$ cat src/rtl/channel_packer.sv
// Gathers one PE_NUM*WIDTH slice per channel (any order) into a packed IN_CH-wide word; 1-cycle accept-to-valid.
// Holds the word while i_ready is low and accepts no slices until handoff; a protocol error gives a one-cycle o_err pulse.
module channel_packer #(
    parameter int WIDTH  = 30,
    parameter int IN_CH  = 3,
    parameter int PE_NUM = 2
) (
    input  logic                            i_clk,
    input  logic                            i_rst,
    input  logic                            i_valid,
    output logic                            o_ready,
    input  logic [WIDTH*PE_NUM-1:0]         i_data,
    input  logic [$clog2(IN_CH):0]          i_ch_sel,
    output logic                            o_valid,
    input  logic                            i_ready,
    output logic [IN_CH*PE_NUM*WIDTH-1:0]   o_data,
    output logic                            o_err
);
    localparam int SLICE = PE_NUM * WIDTH;
    localparam int CH_W  = $clog2(IN_CH) + 1;

    typedef enum logic {
        FILL = 1'b0,
        FULL = 1'b1
    } state_t;

    state_t                         r_state;
    state_t                         w_state_nxt;
    logic [IN_CH-1:0]               r_mask;
    logic [IN_CH-1:0]               w_mask_nxt;
    logic [IN_CH-1:0]               w_sel;
    logic [IN_CH*PE_NUM*WIDTH-1:0]  r_data;
    logic                           r_err;
    logic                           w_accept;
    logic                           w_in_range;
    logic                           w_dup;
    logic                           w_err_nxt;

    // One-hot slot decode; an out-of-range index decodes to all zeros.
    always_comb begin
        w_sel = '0;
        for (int c = 0; c < IN_CH; c++) begin
            w_sel[c] = (i_ch_sel == CH_W'(c));
        end
    end

    assign w_accept   = i_valid && (r_state == FILL);
    assign w_in_range = |w_sel;
    assign w_dup      = |(w_sel & r_mask);
    assign w_err_nxt  = w_accept && (!w_in_range || w_dup);

    always_comb begin
        w_state_nxt = r_state;
        w_mask_nxt  = r_mask;
        case (r_state)
            FILL: begin
                if (w_accept) begin
                    w_mask_nxt = r_mask | w_sel;
                    if (&w_mask_nxt) begin
                        w_state_nxt = FULL;
                    end
                end
            end
            FULL: begin
                if (i_ready) begin
                    w_mask_nxt  = '0;
                    w_state_nxt = FILL;
                end
            end
            default: w_state_nxt = FILL;
        endcase
    end

    // Slot contents survive handoff; consumers qualify with o_valid.
    always_ff @(posedge i_clk or posedge i_rst) begin
        if (i_rst) begin
            r_state <= FILL;
            r_mask  <= '0;
            r_data  <= '0;
            r_err   <= 1'b0;
        end else begin
            r_state <= w_state_nxt;
            r_mask  <= w_mask_nxt;
            r_err   <= w_err_nxt;
            for (int c = 0; c < IN_CH; c++) begin
                if (w_accept && w_sel[c]) begin
                    r_data[c*SLICE +: SLICE] <= i_data;
                end
            end
        end
    end

    assign o_ready = (r_state == FILL);
    assign o_valid = (r_state == FULL);
    assign o_data  = r_data;
    assign o_err   = r_err;
endmodule

$ cat config.mk
export PLATFORM = sky130hd
export DESIGN_NAME = channel_packer
export DESIGN_NICKNAME = d
export VERILOG_FILES = /design/src/rtl/channel_packer.sv
export SDC_FILE = /design/constraint.sdc
export NUM_CORES = 1
export LEC_CHECK = 0
export CAP_MARGIN = 20
export CELL_PAD_IN_SITES_DETAIL_PLACEMENT = 0
export CELL_PAD_IN_SITES_GLOBAL_PLACEMENT = 1
export CORE_AREA = 2 2 157 159
export DETAILED_ROUTE_END_ITERATION = 7
export DIE_AREA = 0 0 159 161
export PLACE_DENSITY_LB_ADDON = 0.1
export SYNTH_ARGS = -nofsm -noshare
export SYNTH_HDL_FRONTEND = slang
export SYNTH_SLANG_ARGS = --single-unit
export TNS_END_PERCENT = 30
$ cat constraint.sdc
create_clock -name i_clk -period 10.5 [get_ports i_clk]
set_clock_uncertainty 0.05 [all_clocks]
set_input_delay 2.625 -clock i_clk [delete_from_list [all_inputs] [get_ports i_clk]]
set_output_delay 2.625 -clock i_clk [all_outputs]
set_load 0.02 [all_outputs]
# Word-level counts from Yosys, hierarchy flattened
# Cells that the tools add are included.
# W data, S select, Z words.
[totals]
regBits = 185
elab_cells = 32
out_inout_bits = 183
input_bits = 67
[op_classes]
n_eq_ne = 4
n_mux = 7
reduce_logical = 12
bitwise = 3
[op_table]
columns = ["cell", "n"]
rows = [
  ["$mux W3", 2],
  ["$pmux W3 S2", 1],
  ["$reduce_or A3 Y1", 2],
  ["$logic_and A1 B1 Y1", 5],
  ["$and A3 B3 Y3", 1],
  ["$eq A3 B1 Y1 const B", 1],
  ["$eq A3 B2 Y1 const B", 1],
  ["$logic_not A3 Y1", 1],
  ["$mux W1", 3],
  ["$or A3 B3 Y3", 1],
  ["$reduce_and A3 Y1", 1],
  ["$ne A2 B1 Y1 const B", 1],
  ["$ne A2 B2 Y1 const B", 1],
  ["$pmux W1 S2", 1],
  ["$reduce_and A2 Y1", 1],
  ["$logic_not A1 Y1", 1],
  ["$logic_or A1 B1 Y1", 1],
  ["$not A1 Y1", 1],
]

# Logic depth before layout (Yosys ltp)
[logic_depth]
ltp_word = 6
mapped_depth = 5
mapped_depth_nobuf = 3

# Worst setup path before layout
# No wires, ideal clock.
[synth_timing]
kind = "in2reg"
start = "input i_ch_sel[2]"
end = "register r_data[2], in the netlist o_data[2]"
arrival_ps = 3665
stages = 5
path_slack_ps = 6660
path_buffers = 2
t_required_ps = 10325
setup_time_ps = 125
cell_sequence = "nor4b_4 and2b_1 buf_6 buf_12 mux2_2"
[synth_between]
elab_chain_cells = 2
[synth_lines]
columns = ["item", "line", "rtl"]
rows = [
  ["start, declared", "13", "input logic [$clog2(IN_CH):0] i_ch_sel,"],
  ["$logic_not A3 Y1", "43", "w_sel[c] = (i_ch_sel == CH_W'(c));"],
  ["$logic_and A1 B1 Y1", "86", "if (w_accept && w_sel[c]) begin"],
  ["end signal, assigned by index", "87", "r_data[c*SLICE +: SLICE] <= i_data;"],
  ["end, declared", "32", "logic [IN_CH*PE_NUM*WIDTH-1:0] r_data;"],
]
# No other way between the ends.
# A chain may end at the register's enable or synchronous reset.

# Final worst setup path
[layout_timing]
start = "input i_valid"
end = "register r_data[41], in the netlist o_data[41]"
[layout_between]
elab_chain_cells = 2
[layout_lines]
columns = ["item", "line", "rtl"]
rows = [
  ["start, declared", "10", "input logic i_valid,"],
  ["$logic_and A1 B1 Y1", "47", "assign w_accept = i_valid && (r_state == FILL);"],
  ["$logic_and A1 B1 Y1", "86", ""],
]
# No other way between the ends.

==> flow_summary.toml <==
[cts]
ctsHoldBuffers = 0
post_cts_buffers = 0
cts_made_buffers = 17
clkLatencyLatePin_ns = 0.41
cts_resized = 0
path_clk_slew_ns = 0.07
cts_tree = "done"
htree_num_levels = 4
cts.path.max_buffers = 2
cts.sinks = 185
cts-root-buf = "clkbuf_16"

[placement]
gp_congestion = 0.690
hpwl_mm = 12.1
numPortBuffers = 249

[drt]
viasPerCell = 4.35
initialDrtViolationCount = 127
routedWlPerCell_um = 17.8
postRouteWirelength_mm = 17.7
vias = 4346
ant_nets = 0
drt-pass1-iter-count = 4
drc = 0

[grt]
grt_util_all_layers_pct = 14.2
grt_overflow = 0
grt_first_pass_wirelength_mm = 28.2
antenna_found_initial = 1
grt_pass1_vias = 4812
grt_max_degree = 108

[die]
row_count = 57
die-area_sq_um = 25600
die_h_um = 161
core_sq_um = 24000
ios = 250
die_w_um = 159
start_util_pct = 29.4

[yosys]
yosysUniqueCellTypes = 19
synth_top_flop_cell = "dfrtp_1"
yosys.area.top_type = "dfrtp_1"
synthTopCellsByCount = "dfrtp_1 (185), mux2_2 (176), buf_6 (7)"
netlist_area_sq_um = 7040
yosysWarnings = 0
synth_edf_count = 0
synth_top_area_share_pct = 65.7
syn_avg_cell_area_sq_um = 17.3
synth_fp_nets = 475
synthArstFlopShare_pct = 100
synthCells = 408
synth.most_common_cell = "dfrtp_1"
synth.area.top_cells = "dfrtp_1 (66%), mux2_2 (28%), buf_12 (1.7%)"
synth_seq_cells = 185
ys_seq_area_share_pct = 65.7

[pwr]
vdd_drop_max_v = 0.000131
power_mw = 3.09
p_leak_nw = 4.32
p_per_area_nw_per_um2 = 297

[worst_setup_path]
crit_buf_inv = 2
startpoint_type = "primary input"
crit_path_top_delay_cell = "clkdlybuf4s50_1"
worstPathRequired_ns = 10.76
crit_fanout = 39
crit_chain = "clkdlybuf4s50_1 -> nor4b_4 -> and2b_4 -> buf_16 -> mux2_2"
critPathCaptureType = "flop"
cp_top_family = "buffers and inverters"
worstPathArrival_ns = 4.73
critPathKind = "primary input to flop"
max_stage_delay_ns = 0.58

[job]
maxCapViolCount = 0

[sta]
min_period_ns = 4.48
hold_viol_final = 0
whs_ns = 0.442
worst_pin_slew_ns = 1.01
rsz0062_at_grt = "false"
setup_viol = 0
slew_headroom_pct = 32.5
max_freq_ghz = 0.223
period_share_pct = 42.6
drv_slew = 0
setup_tns_ns = 0

[final_layout]
syn2layout_area_growth_pct = 47.4
drive_gt1_share_pct = 32.2
diodes = 0
fillerInstances = 2212
final_nets = 728

[hold_path]
hp-class = "flop to flop"

[status]
status = "finished clean"
## worst paths after layout
check,from,to,slack [ns],cells after the start
setup / recovery,i_valid,o_data[41],6.02,5
hold / removal,o_data[1],o_data[1],0.44,1
setup reg to reg,o_valid,o_data[41],8.27,4
hold reg to reg,o_data[1],o_data[1],0.44,1
max in group asynchronous,i_rst,o_data[124],6.36,4
min in group asynchronous,i_rst,o_data[107],2.75,2
## flip-flops by register name (all words and copies together), names as in the netlist
signal	cells
o_data	180
o_err	1
o_valid	1
r_mask	3
## per-stage QoR
step | instances | utilization [%] | instance area [sq um] | setup WS [ns]
3_5_place_dp | 965 | 40.9 | 9800 | 5.45
6_report | 998 | 43.3 | 10400 | 6.02
3_3_place_gp | 963 | 40.6 | 9740 | 5.32
2_1_floorplan | 408 | - | 7040 | 2.80
4_1_cts | 997 | 43.2 | 10400 | 5.90
5_1_grt | 998 | 43.3 | 10400 | 5.93
## routing by layer
layer  track usage (%)  wire, um  up-vias
met1              16.7      7330     2239
met3              5.24      1130       19
met5                 0         0        -
met2              24.1      8980      130
li1                  -         -     1958
met4              4.75       300        0
## cell usage in the layout (no fill, tap or decap)
cell type	n
clkdlybuf4s50_1	249
dfrtp_1	185
mux2_2	176
clkbuf_16	17
nand2_1	6
inv_6	5
mux2_1	5
nor2_1	3
inv_8	3
clkinv_2	3
clkinv_4	3
buf_16	3
nor2b_1	2
a221oi_1	2
nand3_4	1
nor4b_4	1
nand2_4	1
inv_1	1
a31oi_1	1
a21oi_1	1
mux2i_1	1
and2b_4	1
a21o_1	1
clkinvlp_4	1
clkinv_8	1
buf_4	1
## worst register-to-register path, delay by kind of cell, from the launching register on
| kind | cells | cell delay (ns) |
|---|---|---|
| buffers and inverters | 1 | 0.31 |
| and+or+nand+nor | 2 | 0.89 |
| muxes | 1 | 0.39 |
| DFF | 1 | 0.48 |
## kinds of logic after synthesis
logic type | after synthesis | synth area share [%]
AOI/OAI and AO/OA | 5 | 0.515
buffers and inverters | 21 | 3.36
DFF | 185 | 65.7
muxes | 182 | 29.1
and+or+nand+nor | 15 | 1.33
## where the power goes
part | total [mW] | switching, mW | internal (mW) | leakage [nW]
registers | 1.15 | 0.150 | 0.998 | 2.20
logic | 1.33 | 0.622 | 0.706 | 1.85
clock network | 0.609 | 0.296 | 0.313 | 0.277
## layout make-up
type                       instances  area (sq um)  area share [%]
sequential                       185          4630            44.6
timing repair buffer             253          2580            24.9
multi-input combinational        202          2190            21.1
clock buffer                      17           425            4.10
tap                              324           405            3.90
clock inverter                    15           134            1.29
inverter                           2          12.5           0.121
No activity file was read; power rests on OpenSTA's default activity.
